**src/rtl/add_subt_pipe.sv**
```systemverilog
`default_nettype none
// ------------------------------------------------------------------------------------
// add_subt_pipe - multi-source elastic-pipelined adder/subtractor with P/G for the LZA
// Revision 1.0
// ------------------------------------------------------------------------------------
module add_subt_pipe #(
  parameter int SW   = 26,
  parameter int NSRC = 2,
  parameter int LAT  = 1,
  localparam int SELW = (NSRC > 1) ? $clog2(NSRC) : 1
) (
  input  logic                 clk,
  input  logic                 rst,
  input  logic [NSRC*SW-1:0]   Oper_A_i,
  input  logic [NSRC*SW-1:0]   Oper_B_i,
  input  logic [NSRC-1:0]      Add_Sub_i,
  input  logic [SELW-1:0]      Sel_i,
  input  logic                 in_valid_i,
  output logic                 in_ready_o,
  output logic [SW-1:0]        Data_Result_o,
  output logic [SW-1:0]        P_o,
  output logic [SW-1:0]        G_o,
  output logic                 C_o,
  output logic                 Z_o,
  output logic                 out_valid_o,
  input  logic                 out_ready_i
);

  logic [SW-1:0] a_sel;
  logic [SW-1:0] b_sel;
  logic          op_sel;
  logic [SW-1:0] b_inv;
  logic [SW-1:0] prop;
  logic [SW-1:0] gen;
  logic          load_in;

  // Out-of-range selects never match a source index and fall back to source 0.
  always_comb begin
    a_sel  = Oper_A_i[SW-1:0];
    b_sel  = Oper_B_i[SW-1:0];
    op_sel = Add_Sub_i[0];
    for (int k = 1; k < NSRC; k++) begin
      if (int'(Sel_i) == k) begin
        a_sel  = Oper_A_i[k*SW +: SW];
        b_sel  = Oper_B_i[k*SW +: SW];
        op_sel = Add_Sub_i[k];
      end
    end
  end

  assign b_inv      = b_sel ^ {SW{op_sel}};
  assign prop       = a_sel ^ b_inv;
  assign gen        = a_sel & b_inv;
  assign in_ready_o = load_in & ~rst;

  if (LAT == 1) begin : g_lat1
    logic [SW:0]   sum_d;
    logic          v_q;
    logic [SW-1:0] s_q;
    logic [SW-1:0] p_q;
    logic [SW-1:0] g_q;
    logic          c_q;
    logic          z_q;

    assign sum_d   = {1'b0, a_sel} + {1'b0, b_inv} + {{SW{1'b0}}, op_sel};
    assign load_in = ~v_q | out_ready_i;

    always_ff @(posedge clk or posedge rst) begin
      if (rst) begin
        v_q <= 1'b0;
        s_q <= '0;
        p_q <= '0;
        g_q <= '0;
        c_q <= 1'b0;
        z_q <= 1'b0;
      end else if (load_in) begin
        v_q <= in_valid_i;
        if (in_valid_i) begin
          s_q <= sum_d[SW-1:0];
          c_q <= sum_d[SW];
          z_q <= ~|sum_d[SW-1:0];
          p_q <= prop;
          g_q <= gen;
        end
      end
    end

    assign Data_Result_o = s_q;
    assign P_o           = p_q;
    assign G_o           = g_q;
    assign C_o           = c_q;
    assign Z_o           = z_q;
    assign out_valid_o   = v_q;
  end else begin : g_lat2
    localparam int LO = SW / 2;
    localparam int HI = SW - LO;

    logic [LO:0]   lo_d;
    logic [HI:0]   hi_d;
    logic          load_2;

    logic          v1_q;
    logic [LO-1:0] slo_q;
    logic          clo_q;
    logic [HI-1:0] ahi_q;
    logic [HI-1:0] bhi_q;
    logic [SW-1:0] p1_q;
    logic [SW-1:0] g1_q;

    logic          v2_q;
    logic [SW-1:0] s2_q;
    logic [SW-1:0] p2_q;
    logic [SW-1:0] g2_q;
    logic          c2_q;
    logic          z2_q;

    // Low half resolves in stage 1; its carry seeds the high half in stage 2.
    assign lo_d    = {1'b0, a_sel[LO-1:0]} + {1'b0, b_inv[LO-1:0]} + {{LO{1'b0}}, op_sel};
    assign hi_d    = {1'b0, ahi_q} + {1'b0, bhi_q} + {{HI{1'b0}}, clo_q};
    assign load_2  = ~v2_q | out_ready_i;
    assign load_in = ~v1_q | load_2;

    always_ff @(posedge clk or posedge rst) begin
      if (rst) begin
        v1_q  <= 1'b0;
        slo_q <= '0;
        clo_q <= 1'b0;
        ahi_q <= '0;
        bhi_q <= '0;
        p1_q  <= '0;
        g1_q  <= '0;
      end else if (load_in) begin
        v1_q <= in_valid_i;
        if (in_valid_i) begin
          slo_q <= lo_d[LO-1:0];
          clo_q <= lo_d[LO];
          ahi_q <= a_sel[SW-1:LO];
          bhi_q <= b_inv[SW-1:LO];
          p1_q  <= prop;
          g1_q  <= gen;
        end
      end
    end

    always_ff @(posedge clk or posedge rst) begin
      if (rst) begin
        v2_q <= 1'b0;
        s2_q <= '0;
        p2_q <= '0;
        g2_q <= '0;
        c2_q <= 1'b0;
        z2_q <= 1'b0;
      end else if (load_2) begin
        v2_q <= v1_q;
        if (v1_q) begin
          s2_q <= {hi_d[HI-1:0], slo_q};
          c2_q <= hi_d[HI];
          z2_q <= ~|{hi_d[HI-1:0], slo_q};
          p2_q <= p1_q;
          g2_q <= g1_q;
        end
      end
    end

    assign Data_Result_o = s2_q;
    assign P_o           = p2_q;
    assign G_o           = g2_q;
    assign C_o           = c2_q;
    assign Z_o           = z2_q;
    assign out_valid_o   = v2_q;
  end

endmodule
`default_nettype wire
```
**config.mk**
```make
export PLATFORM = sky130hd
export DESIGN_NAME = add_subt_pipe
export DESIGN_NICKNAME = d
export VERILOG_FILES = /design/src/rtl/add_subt_pipe.sv
export SDC_FILE = /design/constraint.sdc
export NUM_CORES = 1
export LEC_CHECK = 0
export BUFFER_PORTS_ARGS = -buffer_cell sky130_fd_sc_hd__buf_2
export CAP_MARGIN = 20
export CELL_PAD_IN_SITES_DETAIL_PLACEMENT = 1
export CELL_PAD_IN_SITES_GLOBAL_PLACEMENT = 1
export CORE_MARGIN = 2
export CORE_UTILIZATION = 41
export CTS_CLUSTER_DIAMETER = 100
export DETAILED_ROUTE_END_ITERATION = 10
export PLACE_DENSITY = 0.83
export SLEW_MARGIN = 20
export SYNTH_ARGS = -nofsm -noshare
export SYNTH_HDL_FRONTEND = slang
export SYNTH_SLANG_ARGS = --single-unit
```
**constraint.sdc**
```tcl
create_clock -name clk -period 8.51 [get_ports clk]
set_input_delay 1.2765 -clock clk [delete_from_list [all_inputs] [get_ports clk]]
set_output_delay 1.2765 -clock clk [all_outputs]
set_load 0.05 [all_outputs]
```
==> results.sh <==
export IMPL_pwr_share_clk_pct=19.9
export IMPL_first_iter_violations=164
export IMPL_rsz0062_at_grt="false"
export IMPL_ys_flop_type="dfrtp_1"
export IMPL_nNetsFinal=859
export IMPL_post_synth_top_area_cell="dfrtp_1"
export IMPL_drt_pass1_iterations=4
export IMPL_critPathLaunchType="primary input"
export IMPL_ys_seq_area_share_pct=36.42
export IMPL_period_share_pct=62.15
export IMPL_antenna_found_initial=0
export IMPL_finalWirelength_um=17970
export IMPL_slew_headroom_pct=48.53
export IMPL_async_reset_ff_share_pct=100.0
export IMPL_n_fill_cell=1570
export IMPL_synthCells=548
export IMPL_postLayoutCoreUtil_pct=52.50
export IMPL_cp_arrival_ps=5580
export IMPL_ant_nets=0
export IMPL_ir_drop_v=0.0001699
export IMPL_ctsResizeCount=0
export IMPL_tightest_slew_ps=772.1
export IMPL_die_h_um=120.5
export IMPL_cap_violations=0
export IMPL_core_area_mm2=0.01324
export IMPL_setup_tns_ps=0
export IMPL_fmax_mhz=189.1
export IMPL_numCtsBuffers=9
export IMPL_vias_per_cell=5.588
export IMPL_p_comb_share_pct=53.1
export IMPL_p_per_area_mw_per_mm2=298.5
export IMPL_fp_dieArea_mm2=0.01452
export IMPL_setup_viol=0
export IMPL_critical_path_required_ps=8800
export IMPL_post_cts_setup_buffers=0
export IMPL_diodes=0
export IMPL_port_buffers=192
export IMPL_seq_power_share_pct=27.0
export IMPL_r2r_cells=8
export IMPL_fin_hold_ws_ps=478.3
export IMPL_fin_ws_ps=3221
export IMPL_drive_above_1_share_pct=41.18
export IMPL_synth_top_area_share_pct=36.42
export IMPL_synth_area_per_cell_um2=10.16
export IMPL_grt_overflow=0
export IMPL_syn2layout_area_growth_pct=24.93
export IMPL_grt_pass1_vias=5409
export IMPL_status="finished clean"
export IMPL_initial_utilization_pct=42.03
export IMPL_syn_num_nets=686
export IMPL_hold_violations=0
export IMPL_drv_slew=0
export IMPL_clk_latency_ps=350
export IMPL_avgRoutedWirePerCell_um=19.92
export IMPL_grt_util_all_layers_pct=24.72
export IMPL_synth_edf_count=0
export IMPL_endpoint_kind="register"
export IMPL_cts_root_buf="clkbuf_16"
export IMPL_p_int_mw=1.058
export IMPL_worstPathMaxFanout=53
export IMPL_netlist_area_mm2=0.005565
export IMPL_hold_path_class="reg2reg"
export IMPL_cts_tree="done"
export IMPL_drc=0
export IMPL_clk_path_buf_depth=2
export IMPL_hold_depth=2
export IMPL_rrSetupSlack_ps=5750
export IMPL_r2r_start="out_valid_o"
export IMPL_netSwitchingPower_mw=1.017
export IMPL_p_leak_nw=3.358
export IMPL_dpl_hpwl_um=14030
export IMPL_synth_distinct_cells=57
export IMPL_ys_top_cells_by_area="dfrtp_1 36%, mux2_2 16%, ha_1 5.8%"
export IMPL_worstSetupPathType="in2reg"
export IMPL_preCtsSetupSlack_ps=2836
export IMPL_reg2reg_to="Z_o"
export IMPL_hold_buffers=0
export IMPL_die_w_um=120.5
export IMPL_fin_crit_ps=5289
export IMPL_core_rowCount=42
export IMPL_vias=5040
export IMPL_grt_max_degree=104
export IMPL_ys_warn_count=0
export IMPL_clk_pin_slew_worst_paths_ps=70
export IMPL_synth_seq_cells=81
export IMPL_cts_num_sinks=81
export IMPL_globalplace_congestion=0.9130
export IMPL_switching_share_pct=49.02
export IMPL_htreeDepth=3
export IMPL_fin_skew_ps=6.620
export IMPL_hold_path_startpoint="P_o[25]"
export IMPL_grt_pass1_wl_um=28010
export IMPL_holdPathEnd="P_o[25]"
export IMPL_boundaryPins=193
power by group through the flow:
stage                     combinational (mW)  sequential (mW)  clock, mW
after floorplan                        0.420            0.948          0
after global routing                    1.17            0.574      0.434
final                                   1.10            0.560      0.414
after CTS                               1.11            0.562      0.419
after detailed placement                1.10            0.568          0
after global placement                  1.08            0.561          0
flip-flops by register name (all words and copies together), names as in the netlist:
| register | flops |
|---|---|
| Data_Result_o | 26 |
| G_o | 26 |
| P_o | 26 |
| C_o | 1 |
| Z_o | 1 |
| out_valid_o | 1 |
critical path, cell delays in order:
cell and delay (ps):
buf_2 70, buf_4 580, mux2_4 560, mux2_4 370
fa_1 430, a211oi_1 300, o21ai_0 240, a2111oi_0 450
nor4b_1 150, a2111oi_2 450, o2111ai_1 200, a2111oi_2 240
nand4_1 130, nand2_1 100
how the worst max path moves through the flow:
stage | end | slack, ps | startpoint | cells after the start
2_1_floorplan | in_ready_o | 3650 | rst | 2
3_3_place_gp | Z_o | 3070 | Sel_i | 14
3_5_place_dp | Z_o | 2840 | Sel_i | 14
4_1_cts | Z_o | 3200 | Sel_i | 14
5_1_grt | Z_o | 2800 | Sel_i | 14
6_report | Z_o | 3220 | Sel_i | 14
synth_stat cells, drive strengths merged, types with 3 or more instances:
| library cell | n |
|---|---|
| nor2b | 3 |
| a31oi | 8 |
| ha | 26 |
| clkbuf | 27 |
| o2111ai | 4 |
| a211oi | 3 |
| a21oi | 25 |
| nand2b | 5 |
| a41o | 3 |
| xnor2 | 33 |
| and3 | 7 |
| dfrtp | 81 |
| buf | 5 |
| o211ai | 3 |
| nand2 | 45 |
| mux2 | 82 |
| nor3 | 9 |
| mux2i | 26 |
| or3 | 7 |
| xor2 | 8 |
| o31ai | 4 |
| o21ai | 39 |
| a21o | 11 |
| a221oi | 3 |
| nor4 | 3 |
| and2 | 10 |
| nor2 | 11 |
| inv | 8 |
| nor3b | 3 |
| a2111oi | 5 |
| o21bai | 3 |
| nand3 | 11 |
routing by layer:
layer  vias to the layer above  part of all wire, %  track usage, %
met3                        35                  5.1           3.868
met4                         0                  2.9           10.03
li1                       2363                    -               -
met2                       165                   53           45.48
met1                      2477                   39           28.41
met5                         -                    0               0
area by class of cell:
class                   instances  area (µm²)  share of cell area (%)
multi-input cells             427        3382                   48.64
well taps                     176       220.2                   3.167
clock inverters                 6       73.82                   1.062
repair buffers                194       979.7                   14.09
inverters                       8       31.28                  0.4499
flip-flops and latches         81        2027                   29.15
clock buffers                  10       239.0                   3.437
layout by cell type (no fill, tap or decap), types with 8 or more instances in the layout:
cell         n
a31oi_1      8
nand3_1     11
nor2_1      11
a21oi_1     25
dfrtp_1     81
a21o_1      11
o21ai_0     38
mux2_2      80
ha_1        26
xor2_1       8
xnor2_1     33
nor3_1       9
mux2i_1     26
clkbuf_16    9
nand2_1     44
buf_2      192
and2_1      10
per-stage QoR:
stage	cells	total power, mW	instance area, µm²
after global routing	902	2.178	6953
after global placement	886	1.638	6628
after detailed placement	886	1.668	6628
final	902	2.075	6953
after floorplan	548	1.368	5565
after CTS	902	2.087	6940
logic make-up after synthesis:
group                    Yosys count  synth area share [%]
flip-flops                        81                 36.42
buffers and inverters             40                 3.103
AND/OR/NAND/NOR                  123                 11.26
multiplexers                     108                 21.40
adder cells (fa/ha/maj)           27                 6.205
XOR/XNOR                          41                 6.452
AO/OA/AOI/OAI                    128                 15.15
Power figures use the tool's default switching activity.
